[config.mk]
export PLATFORM = sky130hd
export DESIGN_NAME = pc_next_reg
export DESIGN_NICKNAME = d
export VERILOG_FILES = /design/src/rtl/otter_pkg.sv /design/src/rtl/pc_next_reg_mux.sv /design/src/rtl/pc_next_reg.sv
export SDC_FILE = /design/constraint.sdc
export NUM_CORES = 1
export LEC_CHECK = 0
export ABC_AREA = 1
export BUFFER_PORTS_ARGS = -buffer_cell sky130_fd_sc_hd__buf_2
export CORE_ASPECT_RATIO = 1.2
export CORE_MARGIN = 4
export CORE_UTILIZATION = 46
export CTS_CLUSTER_DIAMETER = 120
export DETAILED_ROUTE_END_ITERATION = 10
export HOLD_SLACK_MARGIN = 0.03
export PLACE_DENSITY = 0.8
export SLEW_MARGIN = 20
export SYNTH_ARGS = -nofsm -noshare
export SYNTH_HDL_FRONTEND = slang
export SYNTH_SLANG_ARGS = --single-unit
[constraint.sdc]
create_clock -name CLK -period 2.5 [get_ports CLK]
set_input_delay 0.25 -clock CLK [delete_from_list [all_inputs] [get_ports CLK]]
set_output_delay 0.25 -clock CLK [all_outputs]
set_load 0.1 [all_outputs]
[src/rtl/otter_pkg.sv]
// otter_pkg: shared OTTER constants, PC source codes and PC-unit state type
package otter_pkg;
  localparam int XLEN = 32;
  localparam int PC_NSRC = 6;
  localparam logic [2:0] PC_SRC_PLUS4 = 3'd0;
  localparam logic [2:0] PC_SRC_JALR = 3'd1;
  localparam logic [2:0] PC_SRC_BRANCH = 3'd2;
  localparam logic [2:0] PC_SRC_JAL = 3'd3;
  localparam logic [2:0] PC_SRC_MTVEC = 3'd4;
  localparam logic [2:0] PC_SRC_MEPC = 3'd5;
  typedef enum logic {IDLE, PEND_S} pc_state_t;
endpackage

[src/rtl/pc_next_reg_mux.sv]
// mux_nt1_nb: combinational NSRC:1 mux of n-bit words with an in-range flag
module mux_nt1_nb #(
  parameter int n = 32,
  parameter int NSRC = 6
) (
  input  logic [$clog2(NSRC)-1:0] sel,
  input  logic [NSRC*n-1:0]       d,
  output logic [n-1:0]            y,
  output logic                    valid
);
  assign valid = int'(sel) < NSRC;
  assign y = valid ? d[int'(sel)*n +: n] : '0;
endmodule

[src/rtl/pc_next_reg.sv]
// pc_next_reg: PC register with source mux and stall-tolerant redirect capture
module pc_next_reg
  import otter_pkg::*;
#(
  parameter int WIDTH = XLEN,
  parameter int NSRC = PC_NSRC,
  parameter logic [WIDTH-1:0] RESET_VEC = '0,
  parameter bit ALIGN_CHECK = 1'b1,
  localparam int SW = $clog2(NSRC)
) (
  input  logic                  CLK,
  input  logic                  RST,
  input  logic                  PC_WE,
  input  logic [SW-1:0]         SEL,
  input  logic [NSRC*WIDTH-1:0] D,
  input  logic                  REDIR,
  input  logic [WIDTH-1:0]      REDIR_ADDR,
  output logic [WIDTH-1:0]      PC,
  output logic                  PEND,
  output logic                  SEL_ERR,
  output logic                  MISALIGN
);
  pc_state_t state_q, state_d;
  logic [WIDTH-1:0] pc_q, pc_d, pend_addr_q, pend_addr_d, mux_y;
  logic sel_err_q, sel_err_d, misalign_q, misalign_d, mux_valid, pc_wr;
  mux_nt1_nb #(.n(WIDTH), .NSRC(NSRC)) u_mux (
    .sel(SEL), .d(D), .y(mux_y), .valid(mux_valid)
  );
  // a live redirect beats a pending one, which beats the selected source
  always_comb begin
    state_d = state_q;
    pc_d = pc_q;
    pend_addr_d = pend_addr_q;
    sel_err_d = 1'b0;
    pc_wr = 1'b0;
    if (PC_WE) begin
      state_d = IDLE;
      pc_wr = REDIR || state_q == PEND_S || mux_valid;
      sel_err_d = !pc_wr;
      pc_d = REDIR ? REDIR_ADDR : state_q == PEND_S ? pend_addr_q : mux_valid ? mux_y : pc_q;
    end else if (REDIR) begin
      state_d = PEND_S;
      pend_addr_d = REDIR_ADDR;
    end
    misalign_d = pc_wr ? ALIGN_CHECK && pc_d[1:0] != 2'b00 : misalign_q;
  end
  always_ff @(posedge CLK or posedge RST) begin
    if (RST) begin
      state_q <= IDLE;
      pc_q <= RESET_VEC;
      pend_addr_q <= '0;
      sel_err_q <= 1'b0;
      misalign_q <= 1'b0;
    end else begin
      state_q <= state_d;
      pc_q <= pc_d;
      pend_addr_q <= pend_addr_d;
      sel_err_q <= sel_err_d;
      misalign_q <= misalign_d;
    end
  end
  assign PC = pc_q;
  assign PEND = state_q == PEND_S;
  assign SEL_ERR = sel_err_q;
  assign MISALIGN = misalign_q;
endmodule
== Word level (Yosys, flattened, before mapping) ==
Index checks and enable logic that the tools add are counted.

* Bits in registers: 67
* Input bits: 231
* Logic and storage cells: 25

* Order comparisons: 1
* Shifts and indexed selects: 1
* Muxes and demuxes: 8
* Bitwise gates (word level): 1
* Reductions and logical operators: 8

{| class="wikitable"
|+ Operators with widths
! operator !! count
|-
| $shiftx 192x9->32 || 1
|-
| $mux 32 || 3
|-
| $mux 1 || 4
|-
| $reduce_and 2->1 || 2
|-
| $reduce_bool 2->1 || 2
|-
| $lt 3x3->1 const B || 1
|-
| $reduce_bool 3->1 || 1
|-
| $logic_or 1x1->1 || 2
|-
| $mux 2 || 1
|-
| $logic_not 1->1 || 1
|-
| $not 1->1 || 1
|}

== Depth between registers and ports, before layout ==
Gate-level depths: netlist of run 1.

* Depth after elaboration: 6
* Mapped depth: 13
* Mapped depth without buffers: 11

== Modules after synthesis ==
Synthesis of run 1 repeated with hierarchy kept, for this count alone.

* Cells, all modules: 802
* Area, all modules: 5217.5 um2

{| class="wikitable"
|+ By module, submodules not included
! module !! times used !! cells an instance !! area each (um2)
|-
| pc_next_reg || 1 || 376 || 3374.5
|-
| mux_nt1_nb || 1 || 426 || 1843.0
|}

== Least setup slack after synthesis of run 1 ==
OpenSTA, ideal clock, no wires.

* Kind: register -> register
* Start point: reg state_q, in the netlist PEND
* End point: reg pc_q[22], in the netlist PC[22]
* Data arrival time: 1.907 ns
* Required time: 2.432 ns
* Slack: 0.526 ns
* Cell stages (with the launch flop): 10
* Clock period less this slack: 1.974 ns
* Cell sequence: dfrtp_1 buf_2 or2_1 inv_1 nand2_1 nand2_2 buf_6 a21oi_1 o21ai_0 nand2_1

* Word-level cells in the longest chain between the ends: 2
* Elaborated cells on any way between the ends: 4

{| class="wikitable"
|+ RTL lines
! item !! RTL line !! text
|-
| from (decl) || pc_next_reg.sv:23 || <nowiki>pc_state_t state_q, state_d;</nowiki>
|-
| from (signal assigned) || pc_next_reg.sv:55 || <nowiki>state_q <= state_d;</nowiki>
|-
| $reduce_bool 3->1 (no line) or $mux 32 (tied branches) || -- ||
|-
| $reduce_and 2->1 (no line) or $mux 32 (tied branches) || -- ||
|-
| to (signal assigned) || pc_next_reg.sv:56 || <nowiki>pc_q <= pc_d;</nowiki>
|-
| to (decl) || pc_next_reg.sv:24 || <nowiki>logic [WIDTH-1:0] pc_q, pc_d, pend_addr_q, pend_addr_d, mux_y;</nowiki>
|}

Several ways; a longest one is shown, not always the timed one.
A chain may end at the register's enable or synchronous reset.

== Worst setup path after layout of run 1 ==
* Start point: reg state_q, in the netlist PEND
* End point: out PEND

{| class="wikitable"
|+ RTL lines
! item !! RTL line !! text
|-
| to (decl) || pc_next_reg.sv:19 || <nowiki>output logic PEND,</nowiki>
|}

No word-level cell between the ends.

==> results of run 1 <==
registers in the layout, summed over array words and instances, names as in the netlist:
register	cells
PEND	1
pend_addr_q	32
SEL_ERR	1
MISALIGN	1
PC	32
per-layer routing:
layer	track usage [%]	vias up	routed length [µm]
met3	8.52	54	1760
li1	-	3013	-
met2	49.4	334	8920
met4	12.5	0	688
met5	0	-	0
met1	33.4	2688	6970
worst reg2reg max path, delay by kind of cell, from the launching register on:
| family | cells | cell delay (ns) |
|---|---|---|
| AOI/OAI and AO/OA | 2 | 0.17 |
| buffers and inverters | 2 | 0.32 |
| and+or+nand+nor | 4 | 0.71 |
| DFF | 1 | 0.47 |
placed cells by master (no fill, tap or decap), drive strengths merged:
master / count
dfrtp: 67
clkinv: 3
diode: 1
nor2: 10
nand3: 128
buf: 283
mux2: 30
inv: 81
o21ai: 32
nand2: 326
or2: 4
clkbuf: 9
a21oi: 66
bufinv: 1
dlygate4sd3: 1
path summary, 6_finish.rpt:
kind	end	slack, ns	cells after the start
min reg2reg	PC[6]$_DFFE_PP0P_	0.48	2
min in group asynchronous	PC[21]$_DFFE_PP0P_	0.53	4
max reg2reg	PC[16]$_DFFE_PP0P_	0.72	8
min	PEND$_DFFE_PP0P_	0.13	2
max in group asynchronous	PC[15]$_DFFE_PP0P_	1.65	4
max	PEND	0.52	2
cell type report:
| class | count | area, µm² | share of cell area (%) |
|---|---|---|---|
| clock inverter | 4 | 45.0 | 0.673 |
| inverter | 81 | 304 | 4.54 |
| sequential | 67 | 1680 | 25.0 |
| antenna | 1 | 2.50 | 0.0374 |
| timing repair buffer | 284 | 1520 | 22.7 |
| clock buffer | 9 | 225 | 3.36 |
| tap | 129 | 161 | 2.41 |
| multi-input combinational | 596 | 2760 | 41.2 |
through the flow:
step / utilization (%) / total power, mW / setup WS, ns / instance area [µm²]
2_1_floorplan: - / 2.43 / 0.526 / 5060
3_5_place_dp: 60.4 / 2.87 / 0.692 / 6410
5_1_grt: 63.0 / 4.25 / 0.440 / 6690
4_1_cts: 63.0 / 4.07 / 0.529 / 6690
6_report: 63.1 / 4.05 / 0.523 / 6700
3_3_place_gp: 60.4 / 2.86 / 0.743 / 6410
what timing repair did:
action                    4_1_cts  5_1_grt
hold endpoints to repair       67        0
gates resized for setup         0        0
hold buffers                    1        0
where the power goes:
| group | switching [mW] | internal (mW) |
|---|---|---|
| combinational | 1.09 | 0.438 |
| clock | 0.439 | 0.748 |
| sequential | 0.0938 | 1.24 |
| total | 1.62 | 2.43 |
logic make-up after synthesis:
kind of cell | after synthesis | share of synthesized area [%]
compound gates | 98 | 9.70
mux | 30 | 6.68
simple gates | 468 | 38.1
buf+inv | 138 | 12.3
flops | 67 | 33.1
==> flow_metrics.tcl, run 1 <==
set metrics [dict create \
    maxSlewHeadroom_pct 65.6 \
    crit_fanout 28 \
    path_clk_slew_ns 0.05 \
    fin_tns_setup_ns 0 \
    start_kind "register" \
    synthesis.nets 1032 \
    finClkSkew_ns 0.00473 \
    die_y_um 123 \
    crit_start "PEND$_DFFE_PP0P_" \
    synthTopCellsByArea "dfrtp_1, nand2_1, nand3_1" \
    whs_ns 0.131 \
    slowest_delay_ns 0.50 \
    cts_tree "done" \
    grt-ovfl-total 0 \
    yosys.area.top_type "dfrtp_1" \
    area_growth_pct 32.4 \
    timing.final.crit_share_pct 79.1 \
    vdd_ir_drop_max_mv 0.422 \
    worst_pin_slew_ns 0.519 \
    timing.fmax_mhz 506 \
    crit_type "register to output pin" \
    place_inst 1156 \
    drt-total-wl_um 18300 \
    syn-cell-area_um2 5060 \
    cts.path.max_buffers 2 \
    netlist.area_leader.share_pct 33.1 \
    drt_first_iter_violations 544 \
    drv_slew 0 \
    drive_gt1_share_pct 32.1 \
    grt_max_degree 72 \
    synth_most_common_cell "nand2_1" \
    status "complete, no violations" \
    powerDensity_nw_per_um2 604 \
    antenna_found_initial 0 \
    io_buffers 265 \
    hpwl_um 14000 \
    cts-root-buf "clkbuf_16" \
    dieArea_um2 12700 \
    ys_async_sr_fraction_pct 100 \
    ys_seq_elements 67 \
    crit_arrival_ns 1.73 \
    fin_crit_ns 1.98 \
    yosys-top-cells-count "nand2_1, nand3_1, inv_1" \
    reg2reg_from "PEND$_DFFE_PP0P_" \
    cts.sinks 67 \
    ys.flop_type "dfrtp_1" \
    post_drt_wl_per_cell_um 15.7 \
    hold_violations 0 \
    grt_pass1_vias 5746 \
    cp_top_family "buffers and inverters" \
    numCtsBuffers 9 \
    drc_errors 0 \
    dr.pass1.iters 7 \
    core_area_um2 10600 \
    cp.buffers_inverters 2 \
    layout.nets 1270 \
    p_leak_nw 3.93 \
    synth_cell_types 18 \
    vias 6089 \
    num_rows 41 \
    cp_slowest_cell "dfrtp_1" \
    holdCritPathClass "input pin to register" \
    initial_core_util_pct 47.6 \
    min_from "PC_WE" \
    path_cells "buf_4, buf_2" \
    seq_area_frac_synth_pct 33.1 \
    synth_edf_count 0 \
    maxCapViolations 0 \
    grt.total_usage_pct 28.7 \
    dieWidth_um 104 \
    place.gp.congestion 0.941 \
    syn_inst 801 \
    fillers 1029 \
    fin_cells 1171 \
    rsz0062_at_grt "no" \
    avgSynthCellArea_um2 6.32 \
    yosys_warnings 0 \
    ant_nets 0 \
    grt_pass1_wl_um 28800 \
    cts_setup_buffers 0 \
    ioPinCount 266 \
    crit_path_end_kind "output pin" \
    viasPerCell 5.20 \
    cts_max_level 3 \
    clk_latency_ns 0.33 \
    worstPathRequired_ns 2.25 \
    setup_violations 0 \
]
Note: power is estimated with default switching activity, not from simulation.
==> inputs of run 2 (changes only) <==
clock period = 2.05 ns   (was 2.5 ns; I/O delays follow)
==> run 2 against run 1 <==
  * Clock power increased by 45%
  * Power increased by 29%
  * Worst hold slack got worse by 0.035 ns
  * Critical path depth increased by 5
  * Sequential power increased by 22%
  * First-iteration DRC count decreased by 25%
  * Clock skew increased by 0.0012 ns
  * Cell count increased by 0.43%
  * Sequential share of layout area decreased by 0.45 points
  * Combinational power increased by 23%
  * Global-route usage decreased by 0.29 points
==> flow_metrics.tcl, run 2 (same netlist as run 1, synthesis figures left out) <==
set metrics [dict create \
    drt_first_iter_violations 408 \
    worstPathRequired_ns 2.32 \
    grt_pass1_vias 5986 \
    path_clk_slew_ns 0.05 \
    grt.total_usage_pct 28.4 \
    antenna_found_initial 1 \
    area_growth_pct 34.8 \
    setup_violations 0 \
    r2r-end "PC[3]$_DFFE_PP0P_" \
    crit_path_end "PC[3]$_DFFE_PP0P_" \
    initial_core_util_pct 47.6 \
    io_buffers 265 \
    drt-total-wl_um 18100 \
    die_y_um 123 \
    dieArea_um2 12700 \
    place.gp.congestion 0.901 \
    crit_fanout 35 \
    dr.pass1.iters 5 \
    holdBufCountCts 1 \
    rsz0062_at_grt "no" \
    finClkSkew_ns 0.00592 \
    post_drt_wl_per_cell_um 15.4 \
    dpl_worst_slack_ns 0.414 \
    timing.fmax_mhz 615 \
    core_area_um2 10600 \
    crit_start "PEND$_DFFE_PP0P_" \
    worst_pin_slew_ns 0.518 \
    vias 6044 \
    reg2reg_from "PEND$_DFFE_PP0P_" \
    cts_tree "done" \
    cts_setup_buffers 0 \
    clk_latency_ns 0.33 \
    drive_gt1_share_pct 32.3 \
    fin_crit_ns 1.63 \
    crit_arrival_ns 1.90 \
    r2r_cells 7 \
    status "complete, no violations" \
    viasPerCell 5.14 \
    drv_slew 0 \
    ioPinCount 266 \
    maxSlewHeadroom_pct 65.4 \
    most-common-layout-cells "nand2_1, buf_2, nand3_1, inv_1, dfrtp_1" \
    cts-root-buf "clkbuf_16" \
    powerDensity_nw_per_um2 766 \
    hpwl_um 13900 \
    start_kind "register" \
    crit_type "register to register" \
    holdCritPathClass "input pin to register" \
    worst_slack_ns 0.423 \
    cts_max_level 3 \
    timing.final.crit_share_pct 79.4 \
    hold_violations 0 \
    crit_path_end_kind "register" \
    layout.nets 1273 \
    layout_commonest_cell "nand2_1" \
    ctsResizeCount 0 \
    cts.sinks 67 \
    vdd_ir_drop_max_mv 0.449 \
    p_total_mw 5.22 \
    grt_pass1_wl_um 29000 \
    ant_nets 0 \
    drc_errors 0 \
    fin_tns_setup_ns 0 \
    num_rows 41 \
    numCtsBuffers 9 \
    cts.path.max_buffers 2 \
    grt-ovfl-total 0 \
    worst-r2r-setup-slack_ns 0.42 \
    dieWidth_um 104 \
    maxCapViolations 0 \
    grt_max_degree 69 \
    p_leak_nw 3.98 \
]
-- run 2: how the worst min path moves through the flow --
stage / cells past startpoint / endpoint / slack (ns) / startpoint
after floorplan: 1 / PEND$_DFFE_PP0P_ / 0.27 / PC_WE
after global placement: 2 / PC[25]$_DFFE_PP0P_ / 0.22 / RST
after detailed placement: 2 / pend_addr_q[25]$_DFFE_PP0P_ / 0.23 / RST
after CTS: 2 / PEND$_DFFE_PP0P_ / 0.09 / PC_WE
after global routing: 2 / PEND$_DFFE_PP0P_ / 0.1 / PC_WE
final: 2 / PEND$_DFFE_PP0P_ / 0.1 / PC_WE
-- run 2: cell type report --
class / instances / area (µm²)
clock inverter: 5 / 103
inverter: 81 / 304
tap: 129 / 161
antenna: 1 / 2.50
multi-input combinational: 596 / 2760
sequential: 67 / 1680
timing repair buffer: 287 / 1580
fill: 1031 / 3800
clock buffer: 10 / 229
-- run 2: stage by stage --
step	util, %	cell area (µm²)	std cells	hold WS, ns
CTS	64.2	6820	1175	0.0934
detailed placement	61.0	6480	1159	0.231
global placement	61.0	6480	1159	0.224
global route	64.2	6820	1176	0.0973
floorplan	-	5060	801	0.271
finish	64.2	6820	1176	0.0958
-- run 2: critical path: stages (launching register included) --
cell,delay (ns)
dfrtp_1,0.38
buf_4,0.27
nor2_2,0.17
buf_4,0.27
nand3_1,0.17
a21oi_1,0.16
o21ai_1,0.08
nand2_1,0.06
-- run 2: where the power goes --
group          leakage (nW)  total [mW]  internal (mW)  switching, mW
combinational          3.02        1.88          0.548           1.33
sequential            0.802        1.62           1.51          0.105
clock                 0.159        1.73           1.18          0.549
total                  3.98        5.22           3.24           1.99
-- run 2: layer usage --
| layer | routed length (µm) | global-route usage [%] |
|---|---|---|
| met4 | 746 | 14.5 |
| met3 | 1600 | 7.36 |
| met1 | 6900 | 32.6 |
| met2 | 8840 | 49.3 |
| met5 | 0 | 0 |
